## src/rtl/game_state_ctrl_pkg.sv

```systemverilog
// game_state_ctrl_pkg: shared state encoding, frog spawn point and BCD width for the frog game
package game_state_ctrl_pkg;
    typedef enum logic [2:0] {
        ST_IDLE = 3'd0,
        ST_PLAY = 3'd1,
        ST_HIT  = 3'd2,
        ST_GOAL = 3'd3,
        ST_OVER = 3'd4
    } state_t;
    localparam int SPAWN_X = 10;
    localparam int SPAWN_Y = 14;
    localparam int BCD_W   = 4;
    function automatic logic [3:0] lives_led(input logic [2:0] lives);
        for (int i = 0; i < 4; i++) lives_led[i] = lives > 3'(i);
    endfunction
endpackage

```

## src/rtl/game_state_ctrl_bcd_counter_2d.sv

```systemverilog
// bcd_counter_2d: two-digit BCD incrementer that saturates at 99
module bcd_counter_2d
    import game_state_ctrl_pkg::*;
(
    input  logic             clk,
    input  logic             rst,
    input  logic             clr,
    input  logic             inc,
    output logic [BCD_W-1:0] tens,
    output logic [BCD_W-1:0] ones,
    output logic             at_max
);
    assign at_max = tens == BCD_W'(9) && ones == BCD_W'(9);
    always_ff @(posedge clk) begin
        if (rst || clr) begin
            tens <= '0;
            ones <= '0;
        end else if (inc && !at_max) begin
            ones <= ones == BCD_W'(9) ? '0 : ones + BCD_W'(1);
            tens <= ones == BCD_W'(9) ? tens + BCD_W'(1) : tens;
        end
    end
endmodule

```

## src/rtl/game_state_ctrl.sv

```systemverilog
// game_state_ctrl: frog game sequencer owning lives, score and the play/hit/goal/over FSM.
// Define HISCORE_EN to add a high-score register latched on entry to game over.
module game_state_ctrl
    import game_state_ctrl_pkg::*;
#(
    parameter int START_LIVES = 3,
    parameter int HIT_FRAMES  = 60,
    parameter int GOAL_FRAMES = 30
) (
    input  logic       i_CLK,
    input  logic       i_RST,
    input  logic       i_Start,
    input  logic       i_Frame_Tick,
    input  logic       i_Collision,
    input  logic       i_Goal,
    output logic       o_Move_En,
    output logic       o_Respawn,
    output logic [2:0] o_Lives,
    output logic [3:0] o_LED,
    output logic [3:0] o_Score_Tens,
    output logic [3:0] o_Score_Ones,
    output logic [2:0] o_State,
    output logic       o_Game_Over
`ifdef HISCORE_EN
    ,
    output logic [3:0] o_Hi_Tens,
    output logic [3:0] o_Hi_Ones
`endif
);
    state_t     r_state, w_nxt;
    logic [7:0] r_cnt;
    logic [2:0] r_lives, w_lives_nxt;
    logic [3:0] r_led;
    logic       r_move_en, r_respawn, r_game_over;
    logic       w_respawn, w_start, w_inc, w_clr, w_at_max;
    logic [BCD_W-1:0] w_tens, w_ones;

    always_comb begin
        w_nxt     = r_state;
        w_respawn = 1'b0;
        case (r_state)
            ST_IDLE, ST_OVER: if (i_Start) begin
                w_nxt     = ST_PLAY;
                w_respawn = 1'b1;
            end
            ST_PLAY: if (i_Collision) w_nxt = r_lives <= 3'd1 ? ST_OVER : ST_HIT;
                     else if (i_Goal) w_nxt = ST_GOAL;
            ST_HIT, ST_GOAL: if (i_Frame_Tick && r_cnt == 8'd1) begin
                w_nxt     = ST_PLAY;
                w_respawn = 1'b1;
            end
            default: w_nxt = ST_IDLE;
        endcase
    end

    assign w_start     = i_Start && (r_state == ST_IDLE || r_state == ST_OVER);
    assign w_lives_nxt = w_start ? 3'(START_LIVES)
                       : (r_state == ST_PLAY && i_Collision && r_lives != 3'd0) ? r_lives - 3'd1
                       : r_lives;
    // collision wins over a simultaneous goal, so the goal never scores
    assign w_inc = r_state == ST_PLAY && i_Goal && !i_Collision && !w_at_max;
    assign w_clr = r_state == ST_OVER && i_Start;

    always_ff @(posedge i_CLK) begin
        if (i_RST) begin
            r_state     <= ST_IDLE;
            r_cnt       <= 8'd0;
            r_lives     <= 3'(START_LIVES);
            r_led       <= lives_led(3'(START_LIVES));
            r_move_en   <= 1'b0;
            r_respawn   <= 1'b0;
            r_game_over <= 1'b0;
        end else begin
            r_state     <= w_nxt;
            r_lives     <= w_lives_nxt;
            r_led       <= lives_led(w_lives_nxt);
            r_move_en   <= w_nxt == ST_PLAY;
            r_respawn   <= w_respawn;
            r_game_over <= w_nxt == ST_OVER;
            if (r_state == ST_PLAY && w_nxt == ST_HIT) r_cnt <= 8'(HIT_FRAMES);
            else if (r_state == ST_PLAY && w_nxt == ST_GOAL) r_cnt <= 8'(GOAL_FRAMES);
            else if ((r_state == ST_HIT || r_state == ST_GOAL) && i_Frame_Tick && r_cnt != 8'd0)
                r_cnt <= r_cnt - 8'd1;
        end
    end

    bcd_counter_2d u_score (
        .clk    (i_CLK),
        .rst    (i_RST),
        .clr    (w_clr),
        .inc    (w_inc),
        .tens   (w_tens),
        .ones   (w_ones),
        .at_max (w_at_max)
    );

`ifdef HISCORE_EN
    logic [7:0] r_hi;
    // packed BCD digits compare correctly as plain binary
    always_ff @(posedge i_CLK) begin
        if (i_RST) r_hi <= 8'd0;
        else if (r_state == ST_PLAY && w_nxt == ST_OVER && {w_tens, w_ones} > r_hi) r_hi <= {w_tens, w_ones};
    end
    assign o_Hi_Tens = r_hi[7:4];
    assign o_Hi_Ones = r_hi[3:0];
`endif

    assign o_Move_En    = r_move_en;
    assign o_Respawn    = r_respawn;
    assign o_Lives      = r_lives;
    assign o_LED        = r_led;
    assign o_Score_Tens = w_tens;
    assign o_Score_Ones = w_ones;
    assign o_State      = r_state;
    assign o_Game_Over  = r_game_over;
endmodule
```

## config.mk

```make
export PLATFORM = sky130hd
export DESIGN_NAME = game_state_ctrl
export DESIGN_NICKNAME = d
export VERILOG_FILES = /design/src/rtl/game_state_ctrl_pkg.sv /design/src/rtl/game_state_ctrl_bcd_counter_2d.sv /design/src/rtl/game_state_ctrl.sv
export SDC_FILE = /design/constraint.sdc
export NUM_CORES = 1
export LEC_CHECK = 0
export ABC_AREA = 1
export ABC_CLOCK_PERIOD_IN_PS = 2200
export BUFFER_PORTS_ARGS = -buffer_cell sky130_fd_sc_hd__buf_2
export CAP_MARGIN = 20
export CORE_MARGIN = 1.5
export CORE_UTILIZATION = 40
export DETAILED_ROUTE_END_ITERATION = 8
export GPL_TIMING_DRIVEN = 0
export HOLD_SLACK_MARGIN = 0.08
export SLEW_MARGIN = 5
export SYNTH_ARGS = -nofsm -noshare
export SYNTH_HDL_FRONTEND = slang
export SYNTH_SLANG_ARGS = --single-unit
```

## constraint.sdc

```tcl
create_clock -name i_CLK -period 2.2 [get_ports i_CLK]
set_clock_uncertainty 0.2 [all_clocks]
set_input_delay 0 -clock i_CLK [delete_from_list [all_inputs] [get_ports i_CLK]]
set_output_delay 0 -clock i_CLK [all_outputs]
set_load 0.01 [all_outputs]
```

== Word level (Yosys, flattened, before mapping) ==
Index checks and enable logic that the tools add are counted.
Storage, ports and cells
  bits in registers: 29
  bits of input ports: 6
  output and inout bits: 21
  word-level logic and storage cells: 75
Cells by class
  $add $sub $neg: 4
  $lt $le $gt $ge: 5
  equal/unequal tests: 11
  muxes and demuxes: 15
  reduce and logical (&&, ||, !) cells: 29
Operators by type and width (count)
  3-bit two-way mux: 7
  6-bit two-way mux: 3
  1-bit logical AND: 14
  3-bit by 2-bit == test with 1-bit output, second input constant: 4
  3-bit one-hot mux with 3 select lines: 1
  4-bit by 1-bit adder with 4-bit output, second input constant: 2
  4-bit == test, second input constant: 2
  8-bit by 1-bit == test with 1-bit output, second input constant: 1
  8-bit nonzero test: 1
  8-bit by 1-bit subtractor with 8-bit output, second input constant: 1
  3-bit by 1-bit == test with 1-bit output, second input constant: 2
  3-bit == test, second input constant: 2
  3-bit by 1-bit greater-than comparator with 1-bit output, second input constant: 2
  3-bit by 2-bit greater-than comparator with 1-bit output, second input constant: 2
  3-bit nonzero test: 2
  2-bit OR reduction: 3
  4-bit two-way mux: 1
  3-bit by 1-bit <= comparator with 1-bit output, second input constant: 1
  3-bit zero test: 1
  1-bit logical OR: 3
  3-bit OR reduction: 1
  3-bit by 1-bit subtractor with 3-bit output, second input constant: 1
  1-bit zero test: 2
  1-bit two-way mux: 2
  3 further kinds: 3

== Logic depth before layout (Yosys ltp) ==
Gate-level depths: netlist of the first run.
  word-level depth: 8
  depth in mapped cells: 10
  mapped depth without buffers: 10

== Modules after synthesis ==
From an unflattened synthesis of the first run, not the netlist that was laid out.
Second synthesis, totals
  cells, all modules: 222
  area, all modules: 1581.5 um^2
By module, submodules not included
  game_state_ctrl: times used 1, cells each 158, area each 1123.6 um^2, seq. area each 400.4 um^2
  bcd_counter_2d: times used 1, cells each 64, area each 457.9 um^2, seq. area each 160.2 um^2

== Worst setup path before layout of the first run ==
Ideal clock, no wire load.
  kind: flip-flop to flip-flop
  from: reg r_lives[0], in the netlist o_Lives[0]
  to: reg r_led[0], in the netlist o_LED[0]
  library setup time: 122 ps
  arrival time: 1254 ps
  required time: 1878 ps
  setup slack: 624 ps
  cell stages (with the launch flop): 9
  path buffers: 0
  period minus slack after synthesis: 1576 ps
  cells stage by stage: dfxtp_1 -> inv_1 -> ha_1 -> nand2_1 -> nand3_2 -> nand2_1 -> nand3_2 -> nor2_2 -> nand3_2
Between the ends
  word-level cells in the longest chain between the ends: 5
  elaborated cells between the ends (all ways): 6
  those cells by class: 1 x add/sub; 1 x order compare; 2 x mux; 2 x reduce/logical
RTL lines
  from (decl): RTL line game_state_ctrl.sv:32  | logic [2:0] r_lives, w_lives_nxt;
  from (signal assigned): RTL line game_state_ctrl.sv:68  | r_lives <= 3'(START_LIVES);
  from (signal assigned): RTL line game_state_ctrl.sv:75  | r_lives <= w_lives_nxt;
  parallel branches: the longest is 2 deep, another holds 3-bit by 1-bit subtractor with 3-bit output
  3-bit two-way mux (*): RTL line game_state_ctrl.sv:58  | : (r_state == ST_PLAY && i_Collision && r_lives != 3'd0) ? r_lives - 3'd1
  3-bit two-way mux (*): RTL line game_state_ctrl.sv:57  | assign w_lives_nxt = w_start ? 3'(START_LIVES)
  3-bit by 1-bit greater-than comparator with 1-bit output (*): RTL line game_state_ctrl_pkg.sv:14  | for (int i = 0; i < 4; i++) lives_led[i] = lives > 3'(i);
  to (signal assigned): RTL line game_state_ctrl.sv:69  | r_led <= lives_led(3'(START_LIVES));
  to (signal assigned): RTL line game_state_ctrl.sv:76  | r_led <= lives_led(w_lives_nxt);
  to (decl): RTL line game_state_ctrl.sv:33  | logic [3:0] r_led;
Mark *: on every way between the ends.
A chain may end at the register's enable or synchronous reset.

== Final worst setup path of the first run ==
  from: reg r_state[1], in the netlist o_State[1]
  to: reg r_led[0], in the netlist o_LED[0]
Between the ends
  word-level cells in the longest chain between the ends: 6
  elaborated cells between the ends (all ways): 10
  those cells by class: 1 x order compare; 2 x eq/ne; 2 x mux; 5 x reduce/logical
RTL lines
  from (decl): RTL line game_state_ctrl.sv:30  | state_t r_state, w_nxt;
  from (signal assigned): RTL line game_state_ctrl.sv:74  | r_state <= w_nxt;
  3-bit by 1-bit == test with 1-bit output: RTL line game_state_ctrl.sv:58
  1-bit logical AND (2 in series): RTL line game_state_ctrl.sv:58
  3-bit two-way mux: RTL line game_state_ctrl.sv:58
  3-bit two-way mux (*): RTL line game_state_ctrl.sv:57
  3-bit by 1-bit greater-than comparator with 1-bit output (*): RTL line game_state_ctrl_pkg.sv:14
Mark *: on every way between the ends. The rest lies on a longest branch, timed or not.

==> impl_metrics.csv, run 1 <==
group,metric,value,unit
status,run_status,"finished, final reports clean",
yosys,synth-edff-count,0,
place,port_buffers,26,
sta,drv_slew,0,
clock_network,cts_sinks,28,
global_routing,busiest_layer,"met1",
critical_path,cp.arrival,2.00,ns
finish,final_common_cell,"nand2_1",
clock_network,numCtsBuffers,3,
sta,setup-violations-final,0,
pwr,power_density,587.2,nW/um^2
finish,post-route-util,51.06,%
finish,drive_gt1_share,22.22,%
critical_path,worst_setup_path_end_kind,"flop",
critical_path,reg2reg_to,"o_LED[0]$_SDFF_PP1_",
route,ant_nets,0,
yosys,synth_nets,239,
global_routing,grt_use_met1,21.30,%
sta,relSlewSlack,69.52,%
critical_path,cp.required,2.16,ns
finish,areaGrowthSynthToFinish,18.84,%
sta,whs,0.2835,ns
critical_path,r2r-start,"o_State[1]$_SDFF_PP0_",
route,via_count,1378,
global_routing,overflow,0,
sta,hold_viol_final,0,
finish,design_area,1926,um^2
global_routing,antenna_found_initial,0,
die,fp-row-count,22,
finish,diodes,0,
route,wl,3.048,mm
global_routing,grtUsageMet3,3.547,%
yosys,ys_warn_count,0,
route,wl_per_cell,9.864,um
die,num_io_pins,27,
critical_path,critPathLaunchType,"flop",
finish,layout.nets,276,
clock_network,cts_max_path_buffers,2,
route,viasPerCell,4.460,
route,first_iter_violations,57,
critical_path,worstSetupPathType,"reg -> reg",
yosys,ys_seq_area_share,34.59,%
sta,setup_tns,0,ns
sta,rsz0062_at_grt,"no",
global_routing,grt_max_degree,16,
critical_path,path_max_fanout,5,
sta,fin_ws,0.1695,ns
die,die-area,4442,um^2
yosys,async_flop_share,0,%
critical_path,r2r_slack,0.17,ns
sta,period_share,92.30,%
route,drtPass1Iterations,4,
pwr,leakagePower,0.9583,nW
route,drc_errors,0,
finish,final_cell_mix,"nand2_1, inv_1, dfxtp_1, buf_2, nor2_1",
place,post-place-ws,0.5224,ns
worst_hold_path,holdPathStages,2,
place,place_area,1810,um^2
clock_network,clk-insertion-delay-late,0.28,ns
yosys,synth.avg_cell_area,7.201,um^2
worst_hold_path,hp-start,"u_score.tens[3]$_SDFFE_PP0P_",
die,core,3771,um^2
critical_path,worstRegToRegCells,7,
global_routing,grt_util_all_layers,14.31,%
yosys,netlist_area,1620,um^2
worst_hold_path,worst_hold_path_type,"reg -> reg",
place,gp_congestion,0.8416,
clock_network,tritoncts,"done",
sta,worst_pin_slew,0.4573,ns
global_routing,met2_usage,21.00,%
yosys,ys.flop_type,"dfxtp_1",
sta,max_freq,492.5,MHz
die,die_y,66.65,um
pwr,ir_drop,416.6,uV
critical_path,crit_start,"o_State[1]$_SDFF_PP0_",
sta,final.min_clock_period,2.031,ns
clock_network,clk_pin_slew,0.10,ns
die,fp.dieW,66.65,um
die,start_util,42.97,%
yosys,syn_inst,225,
global_routing,grt_pass1_wl,4.926,mm
flow_run,drv_cap,0,
global_routing,first_global_vias,1100,
critical_path,cp-endpoint,"o_LED[0]$_SDFF_PP1_",
yosys,synth_cell_types,29,
clock_network,cts-root-buf,"clkbuf_8",
clock_network,post-cts-setup-buffers,0,
place,hpwlAfterDp,2.308,mm
clock_network,htreeDepth,1,
yosys,ys_ff_latch,28,
==> report_power, final <==
part	switching (mW)	internal, mW
Clock	0.161	0.160
Combinational	0.159	0.0939
Sequential	0.0240	0.532
Total	0.345	0.786
==> cells by family after synthesis <==
group / count (synthesis) / synth area share, %
xor+xnor: 6 / 3.243
buf+inv: 44 / 10.73
flops: 28 / 34.59
compound gates: 19 / 6.949
simple gates: 120 / 38.30
fa+ha+maj: 8 / 6.178
==> critical path: stages, from the launching register on <==
cell,delay (ns)
dfxtp_1,0.47
or2_4,0.19
nor2_4,0.04
nor2_1,0.08
dlygate4sd3_1,0.60
nand3_2,0.10
nor2_2,0.16
nand3_2,0.07
==> sequential cells by signal, indices dropped and copies added (netlist names) <==
signal / count
o_Game_Over: 1
o_LED: 3
o_Lives: 3
o_Move_En: 1
o_Respawn: 1
o_State: 3
r_cnt: 8
u_score.ones: 4
u_score.tens: 4
==> metrics by stage <==
| stage | instances | power, mW |
|---|---|---|
| after CTS | 309 | 1.151 |
| after detailed placement | 299 | 0.8129 |
| after global routing | 309 | 1.198 |
| after floorplan | 225 | 0.7575 |
| after global placement | 299 | 0.8127 |
| final | 309 | 1.131 |
==> per-layer routing <==
metal | share of wire, % | wire length [um] | vias up
li1 | - | - | 775
met1 | 54 | 1646 | 579
met2 | 42 | 1293 | 24
met3 | 3.5 | 108 | 0
met4 | 0 | 0 | 0
met5 | 0 | 0 | -
==> timing repair <==
item | in CTS | in global routing
resized for setup | 0 | 0
hold buffers | 6 | 0
endpoints found under the hold margin | 27 | 0
==> final cells by class <==
| cell class | count | area (um^2) |
|---|---|---|
| fillers | 387 | 1846 |
| multi-input cells | 153 | 885.9 |
| flip-flops and latches | 28 | 560.5 |
| repair buffers | 32 | 190.2 |
| inverters | 42 | 162.7 |
| well taps | 48 | 60.06 |
| clock buffers | 4 | 55.05 |
| plain buffers | 2 | 11.26 |
==> worst min path at each step <==
stage                     slack [ns]                            to
final                           0.28  u_score.tens[3]$_SDFFE_PP0P_
after detailed placement        0.08         o_Lives[1]$_SDFF_PP1_
after global routing            0.32         r_cnt[6]$_SDFFE_PP0P_
after CTS                       0.29  u_score.tens[3]$_SDFFE_PP0P_
after global placement          0.08         o_Lives[1]$_SDFF_PP1_
after floorplan                -0.05         o_Lives[1]$_SDFF_PP1_
==> cells in the mapped netlist (2+ instances only) <==
cell type | number | area, um^2
a21oi_1 | 11 | 55.05
dfxtp_1 | 28 | 560.5
ha_1 | 8 | 100.1
inv_1 | 36 | 135.1
inv_2 | 5 | 18.77
nand2_1 | 51 | 191.4
nand2_2 | 2 | 12.51
nand2_4 | 2 | 22.52
nand3_1 | 18 | 90.09
nand3_2 | 3 | 30.03
nand3_4 | 2 | 35.03
nand4_1 | 6 | 37.54
nor2_1 | 25 | 93.84
nor2_2 | 2 | 12.51
nor2_4 | 5 | 56.30
nor3_1 | 2 | 10.01
o211ai_1 | 2 | 15.01
o21ai_2 | 2 | 17.52
xor2_1 | 5 | 43.79
No activity file was read; power rests on OpenSTA's default activity.
==> run 2, diff against run 1 <==
- CTS_BUF_LIST: not set -> sky130_fd_sc_hd__clkbuf_2
- RECOVER_POWER: not set -> 50
- SKIP_LAST_GASP: not set -> 1
==> run 2 against run 1 <==
Net effect:
- total power fell by 12%
- sequential share of layout area rose by 0.96 points
- register-to-register slack got worse by 0.03 ns
- combinational power barely moved
- global-route usage did not move
- via count rose by 0.15%
- core utilization fell by 1.6 points
- sequential power barely moved
- die area did not move
- non-clock buffer count did not move
- routed wire length fell by 0.62%
- sequential cell count did not move
- critical endpoint unchanged
==> impl_metrics.csv, run 2 (synthesis results as in run 1) <==
group,metric,value,unit
sta,period_share,93.47,%
critical_path,slowest_stage,"dlygate4sd3_1",
route,ant_nets,0,
critical_path,worst_setup_path_end_kind,"flop",
place,place_area,1810,um^2
pwr,leakagePower,0.8732,nW
die,fp-row-count,22,
die,num_io_pins,27,
sta,hold_viol_final,0,
critical_path,critPathLaunchType,"flop",
route,via_count,1380,
finish,final_common_cell,"nand2_1",
die,die_y,66.65,um
place,gp_congestion,0.8416,
sta,drv_slew,0,
finish,final_cell_mix,"nand2_1, inv_1, dfxtp_1, nor2_1, clkbuf_1",
route,viasPerCell,4.466,
critical_path,path_max_fanout,5,
pwr,finalPower,0.9996,mW
clock_network,cts-root-buf,"clkbuf_2",
clock_network,htreeDepth,1,
critical_path,worstSetupPathType,"reg -> reg",
global_routing,grt_pass1_wl,4.905,mm
critical_path,cp_cell_sequence,"or2_4 > nor2_4 > nor2_1 > dlygate4sd3_1 > nand3_2 > nor2_2 > nand3_2",
worst_hold_path,worst_hold_path_type,"in -> reg",
finish,largest_register_ffs,8,
finish,top_register,"r_cnt",
status,run_status,"finished, final reports clean",
pwr,power_density,536.2,nW/um^2
route,first_iter_violations,73,
place,numPlacedInstances,299,
sta,whs,0.2679,ns
die,core,3771,um^2
sta,final.min_clock_period,2.056,ns
clock_network,cts_max_path_buffers,2,
place,post-place-ws,0.5224,ns
flow_run,drv_cap,0,
critical_path,max_stage_delay,0.60,ns
sta,worst_pin_slew,0.4584,ns
route,wl_per_cell,9.803,um
finish,layout.nets,276,
sta,setup_tns,0,ns
finish,fillers,402,
finish,design_area,1864,um^2
die,fp.dieW,66.65,um
clock_network,cts_sinks,28,
critical_path,cp.required,2.28,ns
sta,rsz0062_at_grt,"no",
pwr,ir_drop,447.0,uV
sta,relSlewSlack,69.44,%
global_routing,grt_max_degree,16,
global_routing,grt_util_all_layers,14.31,%
global_routing,first_global_vias,1090,
global_routing,overflow,0,
route,drtPass1Iterations,4,
clock_network,ctsResizeCount,0,
global_routing,antenna_found_initial,0,
finish,fin_cells,309,
sta,max_freq,486.3,MHz
clock_network,clk_pin_slew,0.27,ns
place,port_buffers,26,
die,die-area,4442,um^2
critical_path,cp.arrival,2.14,ns
route,wl,3.029,mm
finish,register_area,560.5,um^2
route,drc_errors,0,
finish,diodes,0,
die,start_util,42.97,%
finish,areaGrowthSynthToFinish,15.06,%
clock_network,tritoncts,"done",
finish,largestRegisters,"r_cnt (8), u_score.ones (4), u_score.tens (4)",
clock_network,clk-insertion-delay-late,0.36,ns
finish,post-route-util,49.44,%
clock_network,numCtsBuffers,3,
sta,fin_ws,0.1436,ns
finish,drive_gt1_share,14.18,%
place,hpwlAfterDp,2.308,mm
sta,setup-violations-final,0,
finish,multiInputGateArea,885.9,um^2
critical_path,path_common_cell,"nand3_2",
==> run 2: power breakdown <==
group / internal, mW / switching, mW / leakage, nW
sequential: 0.534 / 0.0245 / 0.228
combinational: 0.0905 / 0.160 / 0.631
clock: 0.0395 / 0.151 / 0.0140
total: 0.664 / 0.336 / 0.873
==> run 2: per-layer routing <==
metal,GRT usage [%],wire [um]
met1,21.41,1646
met4,2.296,17
met5,0,0
met3,3.547,118
met2,20.88,1247
==> run 2: layout make-up <==
| class | count | share of cell area [%] |
|---|---|---|
| multi-input combinational | 153 | 47.52 |
| sequential | 28 | 30.07 |
| timing repair buffer | 32 | 8.859 |
| inverter | 42 | 8.725 |
| tap | 48 | 3.221 |
| clock buffer | 3 | 0.8054 |
| buffer | 2 | 0.6040 |
| clock inverter | 1 | 0.2013 |
==> run 2: critical path, delay by kind of cell (launching register included) <==
kind	cells	cell delay, ns
buffers and inverters	1	0.60
DFF	1	0.52
and+or+nand+nor	6	0.66
==> run 2: repair_timing <==
action                     in CTS  in global routing
setup endpoints to repair       0                  0
hold buffers                    6                  0
buffers inserted                0                  0
hold endpoints to repair       28                  0
==> run 2: final timing paths <==
path,from,endpoint,slack (ns),cells past startpoint
worst min register to register,u_score.tens[3]$_SDFFE_PP0P_,u_score.tens[3]$_SDFFE_PP0P_,0.30,2
worst max register to register,o_State[1]$_SDFF_PP0_,o_LED[0]$_SDFF_PP1_,0.14,7
worst min-delay path,i_Goal,r_cnt[1]$_SDFFE_PP0P_,0.27,4
worst max-delay path,o_State[1]$_SDFF_PP0_,o_LED[0]$_SDFF_PP1_,0.14,7
==> run 3, diff against run 2 <==
- ABC_AREA: 1 -> not set
- CAP_MARGIN: 20 -> not set
==> run 3 against run 2 <==
Net effect:
- die area fell by 8.2%
- sequential share of layout area up 2.8 points
- non-clock buffer count up 1
- largest power group unchanged
- total power decreased by 9.6%
- clock power decreased by 4%
- register-to-register slack better by 0.08 ns
- critical path depth is 1 lower
- first-iteration DRC count shrank 8.2%
- worst hold slack lost 0.024 ns
- cell area is 8.4% lower
- area after synthesis is 8.6% lower
==> impl_metrics.csv, run 3 <==
group,metric,value,unit
status,run_status,"finished, final reports clean",
clock_network,ctsResizeCount,0,
sta,setup_tns,0,ns
yosys,ys.flop_type,"dfxtp_1",
clock_network,tritoncts,"done",
place,port_buffers,25,
finish,final_common_cell,"dfxtp_1",
die,num_io_pins,27,
worst_hold_path,min_to,"o_LED[1]$_SDFF_PP1_",
clock_network,cts_sinks,28,
pwr,leakagePower,0.6198,nW
yosys,synth_area_leaders,"dfxtp_1, ha_1, xnor2_1",
clock_network,cts_max_path_buffers,2,
yosys,netlist_area,1481,um^2
global_routing,grt_pass1_wl,5.119,mm
yosys,synth_common_cells,"dfxtp_1, nor2_1, a21oi_1, inv_1, xnor2_1",
sta,worst_pin_slew,0.5390,ns
route,first_iter_violations,67,
critical_path,r2r_slack,0.22,ns
sta,drv_slew,0,
yosys,syn_inst,162,
finish,areaGrowthSynthToFinish,15.29,%
route,drc_errors,0,
critical_path,worstSetupPathType,"reg -> reg",
die,start_util,43.04,%
clock_network,htreeDepth,1,
finish,fin_cells,242,
clock_network,cts-root-buf,"clkbuf_2",
finish,drive_gt1_share,10.71,%
finish,top_register,"r_cnt",
yosys,ys_seq_area_share,37.84,%
critical_path,worst_setup_path_end_kind,"flop",
die,core,3442,um^2
place,gp_congestion,0.8119,
sta,setup-violations-final,0,
sta,rsz0062_at_grt,"no",
clock_network,clk_pin_slew,0.26,ns
die,die-area,4077,um^2
route,drtPass1Iterations,4,
critical_path,cp.arrival,2.04,ns
sta,hold_viol_final,0,
finish,diodes,0,
finish,largest_register_ffs,8,
yosys,ys_warn_count,0,
global_routing,grt_max_degree,16,
sta,max_freq,505.5,MHz
die,fp.dieW,63.86,um
yosys,yosysTopAreaCell,"dfxtp_1",
route,wl_per_cell,12.37,um
worst_hold_path,hp-start,"i_RST",
place,hpwlAfterDp,2.301,mm
yosys,ys_ff_latch,28,
finish,design_area,1708,um^2
route,viasPerCell,5.310,
worst_hold_path,worst_hold_path_type,"in -> reg",
route,via_count,1285,
yosys,synth_most_common_cell,"dfxtp_1",
die,fp-row-count,21,
sta,relSlewSlack,63.82,%
yosys,synth_cell_types,48,
finish,layout.nets,211,
flow_run,drv_cap,0,
place,place_area,1664,um^2
yosys,synth_nets,176,
clock_network,postCtsHoldBufs,5,
global_routing,overflow,0,
sta,period_share,89.92,%
yosys,synth-edff-count,0,
global_routing,grt_util_all_layers,15.63,%
yosys,async_flop_share,0,%
route,ant_nets,0,
clock_network,post-cts-setup-buffers,0,
clock_network,numCtsBuffers,3,
yosys,yosysTopAreaCellShare,37.84,%
sta,final.min_clock_period,1.978,ns
pwr,power_density,529.2,nW/um^2
finish,largestRegisters,"r_cnt (8), u_score.ones (4), u_score.tens (4)",
critical_path,path_max_fanout,6,
route,wl,2.994,mm
pwr,ir_drop,272.7,uV
critical_path,cp.required,2.26,ns
global_routing,first_global_vias,1139,
worst_hold_path,holdPathStages,4,
yosys,synth.avg_cell_area,9.145,um^2
global_routing,antenna_found_initial,0,
critical_path,worstRegToRegCells,6,
die,die_y,63.86,um
clock_network,clk-insertion-delay-late,0.36,ns
critical_path,reg2reg_to,"r_cnt[1]$_SDFFE_PP0P_",
critical_path,r2r-start,"o_Lives[1]$_SDFF_PP1_",
critical_path,crit_start,"o_Lives[1]$_SDFF_PP1_",
finish,final_cell_mix,"dfxtp_1, clkbuf_1, nor2_1, inv_1, a21oi_1",
place,numPlacedInstances,233,
critical_path,critPathLaunchType,"flop",
[run 3: area by class of cell]
type / count / area, um^2
Inverter: 11 / 41.29
Fill cell: 363 / 1734
Tap cell: 46 / 57.56
Multi-Input combinational cell: 118 / 848.3
Sequential cell: 28 / 560.5
Clock buffer: 3 / 15.01
Timing Repair Buffer: 30 / 150.1
Clock inverter: 1 / 3.754
Buffer: 5 / 31.28
[run 3: routing by layer]
layer  track usage, %  wire length (um)  up-vias
met1            21.41              1482      601
met5                0                 0        -
met4            4.891                23        0
met3            2.993               114        2
met2            24.74              1374       26
li1                 -                 -      656
[run 3: power by group]
group	switching, mW	internal [mW]	leakage, nW
Sequential	0.0241	0.529	0.227
Clock	0.144	0.0395	0.0140
Combinational	0.0919	0.0749	0.378
Total	0.260	0.644	0.620
[run 3: kinds of logic after synthesis]
logic type                 after synthesis  share of synthesized area, %
and+or+nand+nor                         65                         28.46
AOI/OAI and AO/OA                       34                         15.37
DFF                                     28                         37.84
buffers and inverters                   16                         4.899
adders and majority gates                8                         6.757
xor gates and xnor gates                10                         5.913
muxes                                    1                        0.7601
[run 3: worst max path at each step]
stage	cells after the start	to	slack, ns
finish	6	r_cnt[1]$_SDFFE_PP0P_	0.22
global route	6	r_cnt[1]$_SDFFE_PP0P_	0.11
CTS	6	r_cnt[1]$_SDFFE_PP0P_	0.23
detailed placement	6	r_cnt[1]$_SDFFE_PP0P_	0.28
global placement	6	r_cnt[1]$_SDFFE_PP0P_	0.30
floorplan	6	r_cnt[1]$_SDFFE_PP0P_	0.42
[run 3: stage by stage]
| stage | setup WS [ns] | hold WS [ns] | util [%] | total power, mW |
|---|---|---|---|---|
| floorplan | 0.4192 | -0.09087 | - | 0.6807 |
| global placement | 0.2970 | 0.08412 | 48.35 | 0.7212 |
| detailed placement | 0.2814 | 0.1020 | 48.35 | 0.7239 |
| CTS | 0.2342 | 0.2244 | 50.35 | 0.9184 |
| global route | 0.1050 | 0.2576 | 49.62 | 0.9541 |
| finish | 0.2218 | 0.2440 | 49.62 | 0.9038 |
[run 3: worst max-delay path, stage by stage, from the launching register on]
cell and delay, ns:
dfxtp_1 0.44, inv_1 0.11, ha_1 0.18, o21bai_1 0.17, a311o_1 0.47, nand2_1 0.22, o21ai_1 0.09
